`config.mk`:
```
export PLATFORM = sky130hd
export DESIGN_NAME = echo_rd_seq
export DESIGN_NICKNAME = d
export VERILOG_FILES = /design/src/rtl/echo_rd_pkg.sv /design/src/rtl/echo_rd_cksum.sv /design/src/rtl/echo_rd_seq.sv
export SDC_FILE = /design/constraint.sdc
export NUM_CORES = 1
export LEC_CHECK = 0
export ABC_CLOCK_PERIOD_IN_PS = 3500
export CAP_MARGIN = 30
export CORE_ASPECT_RATIO = 0.75
export CORE_MARGIN = 5
export CORE_UTILIZATION = 40
export DETAILED_ROUTE_END_ITERATION = 8
export PLACE_DENSITY = 0.76
export SLEW_MARGIN = 20
export SYNTH_ARGS = -nofsm -noshare
export SYNTH_HDL_FRONTEND = slang
export SYNTH_SLANG_ARGS = --single-unit
```
`constraint.sdc`:
```
create_clock -name clk -period 3.5 [get_ports clk]
set_input_delay 0.35 -clock clk [delete_from_list [all_inputs] [get_ports clk]]
set_output_delay 0.35 -clock clk [all_outputs]
set_load 0.03 [all_outputs]
```
`src/rtl/echo_rd_pkg.sv`:
```
// Shared types and constants for the echo sample buffer readout sequencer.
package echo_rd_pkg;

    localparam int ADDR_W = 12;   // width of the external read-address counter
    localparam int LAT_W  = 2;    // holds RAM_LAT-1 for RAM_LAT in 1..3

    typedef enum logic [2:0] {
        ST_IDLE,
        ST_CLR,
        ST_WAIT,
        ST_CAPT,
        ST_XFER,
        ST_STEP,
        ST_CKS,
        ST_DONE
    } state_e;

endpackage

```
`src/rtl/echo_rd_cksum.sv`:
```
// Running sum of transferred data words, cleared when a readout starts.
module echo_rd_cksum #(
    parameter int DATA_W = 16
) (
    input  logic              clk,
    input  logic              rst_n,
    input  logic              clr_i,
    input  logic              add_i,
    input  logic [DATA_W-1:0] data_i,
    output logic [DATA_W-1:0] sum_o
);

    logic [DATA_W-1:0] acc_q;

    // Sum including the word being added this cycle; wraps mod 2^DATA_W.
    assign sum_o = acc_q + data_i;

    always_ff @(posedge clk or posedge rst_n) begin
        if (rst_n) begin
            acc_q <= '0;
        end else if (clr_i) begin
            acc_q <= '0;
        end else if (add_i) begin
            acc_q <= sum_o;
        end
    end

endmodule

```
`src/rtl/echo_rd_seq.sv`:
```
// Readout sequencer: steps the external address counter, captures RAM words and streams them out.
// Define ECHO_RD_CKSUM_EN to append a checksum word to every frame.
module echo_rd_seq
    import echo_rd_pkg::*;
#(
    parameter int DATA_W  = 16,
    parameter int RAM_LAT = 1
) (
    input  logic              clk,
    input  logic              rst_n,
    input  logic              start,
    input  logic [ADDR_W-1:0] n_words,
    output logic              addr_rst,
    output logic              addr_clk,
    input  logic [DATA_W-1:0] ram_dout,
    output logic [DATA_W-1:0] out_data,
    output logic              out_valid,
    input  logic              out_ready,
    output logic              out_last,
    output logic              busy,
    output logic              done
);

    localparam logic [LAT_W-1:0] LAT_INIT = LAT_W'(RAM_LAT - 1);

    state_e            state_q, state_d;
    logic [ADDR_W-1:0] last_idx_q, last_idx_d;
    logic [ADDR_W-1:0] cnt_q, cnt_d;
    logic [LAT_W-1:0]  lat_q, lat_d;
    logic [DATA_W-1:0] data_q, data_d;
    logic              valid_q, valid_d;
    logic              last_q, last_d;
    logic              addr_rst_q, addr_rst_d;
    logic              addr_clk_q, addr_clk_d;
    logic              busy_q, busy_d;
    logic              done_q, done_d;
    logic              xfer;

    assign xfer = valid_q && out_ready;

`ifdef ECHO_RD_CKSUM_EN
    logic [DATA_W-1:0] cks_sum;

    echo_rd_cksum #(.DATA_W(DATA_W)) u_cksum (
        .clk    (clk),
        .rst_n  (rst_n),
        .clr_i  (state_q == ST_IDLE && start),
        .add_i  (state_q == ST_XFER && xfer),
        .data_i (data_q),
        .sum_o  (cks_sum)
    );
`endif

    always_comb begin
        // NOTE: every variable gets a default first so no path can infer a latch.
        state_d    = state_q;
        last_idx_d = last_idx_q;
        cnt_d      = cnt_q;
        lat_d      = lat_q;
        data_d     = data_q;

        case (state_q)
            ST_IDLE: begin
                if (start) begin
                    last_idx_d = n_words - ADDR_W'(1);
                    cnt_d      = '0;
                    state_d    = ST_CLR;
                end
            end
            ST_CLR: begin
                lat_d   = LAT_INIT;
                state_d = ST_WAIT;
            end
            ST_WAIT: begin
                if (lat_q == '0) state_d = ST_CAPT;
                else             lat_d   = lat_q - LAT_W'(1);
            end
            ST_CAPT: begin
                data_d  = ram_dout;
                state_d = ST_XFER;
            end
            ST_XFER: begin
                if (xfer) begin
                    if (cnt_q == last_idx_q) begin
`ifdef ECHO_RD_CKSUM_EN
                        data_d  = cks_sum;
                        state_d = ST_CKS;
`else
                        state_d = ST_DONE;
`endif
                    end else begin
                        cnt_d   = cnt_q + ADDR_W'(1);
                        state_d = ST_STEP;
                    end
                end
            end
            ST_STEP: begin
                lat_d   = LAT_INIT;
                state_d = ST_WAIT;
            end
`ifdef ECHO_RD_CKSUM_EN
            ST_CKS: begin
                if (xfer) state_d = ST_DONE;
            end
`endif
            ST_DONE: state_d = ST_IDLE;
            default: state_d = ST_IDLE;
        endcase

        // Outputs are decoded from the next state so each one leaves a flop.
        valid_d    = (state_d == ST_XFER) || (state_d == ST_CKS);
`ifdef ECHO_RD_CKSUM_EN
        last_d     = (state_d == ST_CKS);
`else
        last_d     = (state_d == ST_XFER) && (cnt_d == last_idx_d);
`endif
        addr_rst_d = (state_d inside {ST_IDLE, ST_CLR, ST_DONE});
        addr_clk_d = (state_d == ST_STEP);
        busy_d     = !(state_d inside {ST_IDLE, ST_DONE});
        done_d     = (state_d == ST_DONE);
    end

    // NOTE: the existing reset net keeps its rst_n name but is asserted high, asynchronously.
    always_ff @(posedge clk or posedge rst_n) begin
        if (rst_n) begin
            state_q    <= ST_IDLE;
            last_idx_q <= '0;
            cnt_q      <= '0;
            lat_q      <= '0;
            data_q     <= '0;
            valid_q    <= 1'b0;
            last_q     <= 1'b0;
            addr_rst_q <= 1'b1;
            addr_clk_q <= 1'b0;
            busy_q     <= 1'b0;
            done_q     <= 1'b0;
        end else begin
            // NOTE: non-blocking so every register samples pre-edge values.
            state_q    <= state_d;
            last_idx_q <= last_idx_d;
            cnt_q      <= cnt_d;
            lat_q      <= lat_d;
            data_q     <= data_d;
            valid_q    <= valid_d;
            last_q     <= last_d;
            addr_rst_q <= addr_rst_d;
            addr_clk_q <= addr_clk_d;
            busy_q     <= busy_d;
            done_q     <= done_d;
        end
    end

    assign out_data  = data_q;
    assign out_valid = valid_q;
    assign out_last  = last_q;
    assign addr_rst  = addr_rst_q;
    assign addr_clk  = addr_clk_q;
    assign busy      = busy_q;
    assign done      = done_q;

endmodule

```
==> reports/results.tsv, run 1 <==
stage	metric	value	unit
outcome	outcome	finished, final reports clean	
global_routing	first-pass GRT wire length	10760	µm
die	Die H	80.58	µm
logic_synthesis	Synth Area in Compound Gates	0.1107	
clocking	root buffer selected by CTS	clkbuf_8	
clocking	clk slew on worst S/H paths	0.10	ns
layout	Final Cell Area	3396	µm²
logic_synthesis	syn_area_per_cell	10.22	µm²
logic_synthesis	mux cell area share after synthesis	0.09091	
logic_synthesis	cell count after synthesis	260	
logic_synthesis	post-synthesis adder-cell area fraction	0.01413	
detailed_routing	met2 routed WL	2809	µm
detailed_routing	WL met1	3129	µm
critical_path	slowest stage delay, CP	0.62	ns
detailed_routing	Post-DRT Antenna Nets	0	
critical_path	WS Path Type	register to register	
logic_synthesis	post-synthesis sequential area ratio	0.4809	
global_routing	largest net degree at the start of global routing	28	
pwr	leak pwr	0.001401	µW
detailed_routing	DR WL met3	505	µm
sta	crit path time final	2.895	ns
logic_synthesis	main combinational cell family by area after synthesis	simple AND/OR/NAND/NOR gates	
critical_path	largest fanout on the critical path	16	
layout	n_diodes	0	
logic_synthesis	post-synthesis cell area	2656	µm²
critical_path	CP startpoint kind	register	
pwr	worst vdd ir	432.4	µV
clocking	CTS tree	done	
clocking	Worst-Skew Late Latency	0.31	ns
sta	Hold Vio Cnt, Final	0	
die	Rows	25	
clocking	CTS Buf Count	5	
layout	Register Area	1277	µm²
logic_synthesis	Post-synth top flop	dfrtp_1	
detailed_routing	Via Count	2167	
layout	most common cell after layout, fill and taps aside	clkdlybuf4s50_1	
run	Max Cap Viol	0	
place	IO buf count	53	
detailed_routing	Post-Route WL	6502	µm
clocking	# clock sinks	51	
detailed_routing	drc violations	0	
sta	setup TNS	0	ns
logic_synthesis	Unique masters post-synth	45	
clocking	number of gates resized after cts	0	
logic_synthesis	asr flop ratio synth	1.000	
place	dpl cell area	3307	µm²
sta	Peak Freq	0.3454	GHz
layout	area of the multi-input gates	1318	µm²
clocking	Post-CTS Setup Bufs	0	
clocking	H-tree levels	2	
detailed_routing	DR top layer	met4	
global_routing	number of global-route vias before repair	2161	
die	Die Wd	104.1	µm
sta	# setup viols final	0	
logic_synthesis	synth top area cells	dfrtp_1 47%, mux2_2 7.2%, xnor2_1 4.9%	
detailed_routing	First-pass DRT Iterations	4	
die	core area	6381	µm²
layout	Nets	352	
clocking	Max Root-Sink Buffers	2	
sta	Slew Viols, Final	0	
place	Final GP Congestion	0.8751	
logic_synthesis	Mapped Nets	295	
sta	RSZ-0062 raised after global routing	no	
pwr	P per Cell Area	740.4	nW/µm²
sta	crit share post-route	0.8271	
global_routing	overall routing resource usage	0.1604	
global_routing	initial antenna violation count	0	
sta	Worst-Margin Slew	0.7897	ns
sta	Final Skew	0.007295	ns
min_path	worst hold path type	input port to asynchronous set/reset pin	
logic_synthesis	Yosys top cell area share	0.4710	
critical_path	critical-path cell list	nor3b_1 > nand3_1 > a311oi_1 > xor2_1 > nor2_1 > a21oi_1 > nand4b_1 > a2111oi_2	
logic_synthesis	simple-gate area share of the yosys netlist	0.1813	
critical_path	Setup crit end kind	register	
die	IO Pins	54	
sta	Slew HR	0.4707	
layout	final core occ	0.5322	
detailed_routing	routed len/inst	16.30	µm
layout	synthesis-to-layout area growth	27.84	%
layout	most used cells in the layout excluding fill and tap cells	53 x clkdlybuf4s50_1, 50 x dfrtp_1, 27 x nand2_1	
logic_synthesis	Yosys warning count	0	
detailed_routing	DR vias/cell	5.431	
global_routing	GR Overflow Total	0	
critical_path	Worst path slowest cell	dfrtp_1	
logic_synthesis	area leader, netlist	dfrtp_1	
detailed_routing	initial drt markers	192	
clocking	# hold bufs at CTS	0	
layout	share of layout cells above drive strength 1	0.1101	
logic_synthesis	Yosys reg bits	51	
layout	fillers	577	
place	post-DP HPWL	4932	µm
critical_path	crit path DAT	3.10	ns
critical_path	required time of the critical path	3.71	ns
die	die area	8387	µm²
logic_synthesis	Synth Area in XOR/XNOR	0.09892	
logic_synthesis	number of synthesized flops with an enable pin	0	
die	starting density of the core	0.4163	
pwr	total design power	2514	µW
==> cell families (layout without fill, tap and decap cells) <==
group | Yosys count | after routing
xor gates and xnor gates | 30 | 30
and+or+nand+nor | 92 | 92
adders and majority gates | 3 | 3
muxes | 22 | 22
DFF | 51 | 51
AOI/OAI and AO/OA | 46 | 46
buffers and inverters | 16 | 74
==> metal layers <==
metal	track usage	vias up
met5	0	-
met4	0.03881	0
met3	0.04739	5
met2	0.2347	71
met1	0.2322	1046
li1	-	1045
==> sequential cells by signal, indices dropped and copies added (netlist names) <==
name / count
addr_rst: 1
lat_q: 2
busy: 1
done: 1
state_q: 3
out_last: 1
cnt_q: 12
out_valid: 1
last_idx_q: 12
out_data: 16
addr_clk: 1
==> final cells by class <==
cell class,instances,area share
Clock inverter,3,0.005895
Tap cell,81,0.02985
Clock buffer,5,0.02027
Multi-Input combinational cell,193,0.3880
Sequential cell,51,0.3762
Timing Repair Buffer,58,0.1710
Inverter,8,0.008843
==> synth_stat cells (all sizes together) (2+ instances only) <==
cell type and number:
clkbuf 7, ha 3, a31oi 3, nor2 16, o31ai 3, a21oi 10
nor3b 2, xor2 15, nor3 6, or3 7, dfrtp 50, nand3b 2
nand4 3, mux2i 5, inv 8, o21ai 17, a21o 2, nand2 27
xnor2 15, nand3 9, or4 2, nand4b 3, and3 6, nor4 4
mux2 17
==> power breakdown <==
part	leakage, µW	switching, µW	total, µW	internal (µW)
Combinational	0.000723	655	1200	549
Sequential	0.000637	171	967	796
Clock	0.0000402	204	343	139
Total	0.00140	1030	2510	1480
==> through the flow <==
| stage | cells | worst slack, ns | hold WS [ns] |
|---|---|---|---|
| floorplan | 260 | 1.053 | 0.4489 |
| global placement | 390 | 0.6486 | 0.4673 |
| detailed placement | 391 | 0.5848 | 0.4787 |
| CTS | 399 | 0.6364 | 0.4159 |
| global route | 399 | 0.2620 | 0.4444 |
| finish | 399 | 0.6052 | 0.3985 |
==> worst max-delay path, delay by kind of cell (launching register included) <==
kind                      cells  cell delay [ns]
xor gates and xnor gates      1             0.29
and+or+nand+nor               4             1.02
DFF                           1             0.62
AOI/OAI and AO/OA             3             0.88
==> worst paths after layout <==
kind                                 start           end  slack, ns  depth (start not counted)
worst max-delay path            state_q[2]      out_last       0.61                          8
worst min-delay path                 rst_n  out_data[11]       0.40                          2
worst max register to register  state_q[2]      out_last       0.61                          8
worst min register to register    lat_q[0]      lat_q[0]       0.49                          2
max in group asynchronous            rst_n      cnt_q[6]       2.56                          3
min in group clk                  lat_q[0]      lat_q[0]       0.49                          2
(Power assumes the default switching activity.)
==> inputs of run 2 (changes only) <==
ABC_CLOCK_PERIOD_IN_PS = 3000   (was 3500)
clock period = 3 ns   (was 3.5 ns; I/O delays follow)
==> run 2 against run 1 <==
Against the previous run:
- die area stayed put
- worst setup slack worse by 0.32 ns
- clock power is 61% higher
- design area is 3.5% higher
- combinational power is 24% higher
- maximum frequency is 6.6% higher
- routed wire length is 3.5% lower
- sequential power is 13% higher
- final cell count is 2.5% higher
- critical path depth stayed put
- non-clock buffer count is 10 higher
- critical path type unchanged
- critical endpoint unchanged
- largest cell class unchanged
- largest power group unchanged
==> reports/results.tsv, run 2 (same netlist as run 1, synthesis figures left out) <==
stage	metric	value	unit
critical_path	Worst R2R End	out_last	
place	Post-Place Setup Slack	0.08150	ns
sta	crit path time final	2.717	ns
critical_path	R2R Setup Slk	0.28	ns
critical_path	Worst path slowest cell	dfrtp_1	
pwr	Clk pwr share	0.176	
sta	RSZ-0062 raised after global routing	no	
clocking	# hold bufs at CTS	0	
sta	Hold Vio Cnt, Final	0	
clocking	Worst-Skew Late Latency	0.30	ns
global_routing	largest net degree at the start of global routing	27	
pwr	Net Switching	1182	µW
clocking	H-tree levels	2	
critical_path	crit path DAT	2.92	ns
die	core area	6381	µm²
global_routing	initial antenna violation count	0	
detailed_routing	DR vias/cell	5.333	
detailed_routing	Post-DRT Antenna Nets	0	
sta	crit share post-route	0.9056	
critical_path	r2r startpoint	cnt_q[0]	
critical_path	CP startpoint kind	register	
clocking	root buffer selected by CTS	clkbuf_8	
sta	setup TNS	0	ns
global_routing	number of global-route vias before repair	2161	
clocking	# clock sinks	51	
pwr	sw frac	0.3777	
clocking	CTS tree	done	
critical_path	required time of the critical path	3.20	ns
critical_path	most frequent cell on the critical path	or3_1	
clocking	Post-CTS Setup Bufs	0	
pwr	Flop pwr share	0.347	
sta	fin worst setup slack	0.2833	ns
critical_path	critical-path cell list	xnor2_1 > and4_1 > and3_1 > or3_1 > or3_1 > a32oi_1 > nand4b_1 > a2111oi_2	
clocking	clk slew on worst S/H paths	0.09	ns
detailed_routing	routed len/inst	15.35	µm
clocking	Max Root-Sink Buffers	2	
die	Die H	80.58	µm
critical_path	Setup crit end kind	register	
detailed_routing	Via Count	2181	
place	Final GP Congestion	0.9260	
pwr	Int Pwr	1948	µW
die	starting density of the core	0.4163	
critical_path	largest fanout on the critical path	13	
pwr	P per Cell Area	890.6	nW/µm²
layout	synthesis-to-layout area growth	32.31	%
global_routing	GR Overflow Total	0	
clocking	number of gates resized after cts	0	
place	IO buf count	53	
critical_path	FF-to-FF path depth	8	
min_path	worst hold path type	input port to asynchronous set/reset pin	
outcome	outcome	finished, final reports clean	
critical_path	WS Path Type	register to register	
critical_path	CP top delay family	simple AND/OR/NAND/NOR gates	
sta	Final Skew	0.009771	ns
global_routing	first-pass GRT wire length	10740	µm
sta	Worst-Margin Slew	0.6027	ns
pwr	worst vdd ir	488.6	µV
sta	# setup viols final	0	
die	Rows	25	
critical_path	WP buf/inv	0	
sta	Peak Freq	0.3681	GHz
detailed_routing	Post-Route WL	6277	µm
sta	Slew Viols, Final	0	
sta	Slew HR	0.5960	
detailed_routing	drc violations	0	
layout	most common cell after layout, fill and taps aside	clkdlybuf4s50_1	
layout	Nets	362	
die	die area	8387	µm²
clocking	CTS Buf Count	5	
pwr	Gate power share	0.477	
run	Max Cap Viol	0	
layout	n_diodes	0	
place	post-DP HPWL	5008	µm
die	IO Pins	54	
detailed_routing	initial drt markers	120	
critical_path	slowest stage delay, CP	0.45	ns
global_routing	overall routing resource usage	0.1594	
pwr	leak pwr	0.001477	µW
layout	most used cells in the layout excluding fill and tap cells	53 x clkdlybuf4s50_1, 50 x dfrtp_1, 27 x nand2_1	
layout	max reg flops	16	
detailed_routing	First-pass DRT Iterations	4	
layout	share of layout cells above drive strength 1	0.1341	
die	Die Wd	104.1	µm
## run 2: worst register-to-register path, cell delays in order (launching register included)
cell and delay [ns]:
dfrtp_1 0.45, xnor2_1 0.17, and4_1 0.26, and3_1 0.28, or3_1 0.42, or3_1 0.33
a32oi_1 0.20, nand4b_1 0.16, a2111oi_2 0.34
## run 2: area by class of cell
type	instances	area (µm²)
Clock inverter	2	60.06
Fill cell	568	2867
Tap cell	81	101.3
Timing Repair Buffer	68	655.6
Sequential cell	51	1277
Inverter	8	30.03
Multi-Input combinational cell	193	1318
Clock buffer	6	72.57
## run 2: worst max-delay path by stage
stage	slack [ns]	endpoint	startpoint	cells past startpoint
6_report	0.28	out_last	cnt_q[0]	8
5_1_grt	0.01	out_last	cnt_q[9]	9
4_1_cts	0.29	out_last	cnt_q[0]	8
3_5_place_dp	0.08	out_last	n_words[0]	10
3_3_place_gp	0.17	out_last	n_words[0]	10
2_1_floorplan	0.55	out_last	cnt_q[6]	9
## run 2: per-layer routing
layer | wire length (µm) | track usage | part of all wire
met1 | 3094 | 0.2354 | 0.49
met2 | 2698 | 0.2296 | 0.43
met3 | 398 | 0.03695 | 0.063
met5 | 0 | 0 | 0
met4 | 85 | 0.05045 | 0.014
## run 2: power by group through the flow
stage | sequential (µW) | combinational, µW | clock, µW
finish | 1090 | 1490 | 551
global route | 1120 | 1630 | 591
CTS | 1090 | 1500 | 563
detailed placement | 1100 | 1490 | 0
global placement | 1090 | 1480 | 0
floorplan | 1330 | 684 | 0
## run 2: through the flow
step                total power (µW)  area [µm²]  cells    util  hold WS [ns]
floorplan                       2014        2656    260       -        0.4118
global placement                2575        3382    401  0.5300        0.4660
detailed placement              2593        3382    401  0.5300        0.4784
CTS                             3152        3515    409  0.5508        0.2144
global route                    3337        3515    409  0.5508        0.2253
finish                          3130        3515    409  0.5508        0.2139
==> inputs of run 3 (changes only) <==
ABC_CLOCK_PERIOD_IN_PS = not set   (was 3000)
==> results of run 3 <==
Final layout, timing and power as in run 2 (identical DEF).
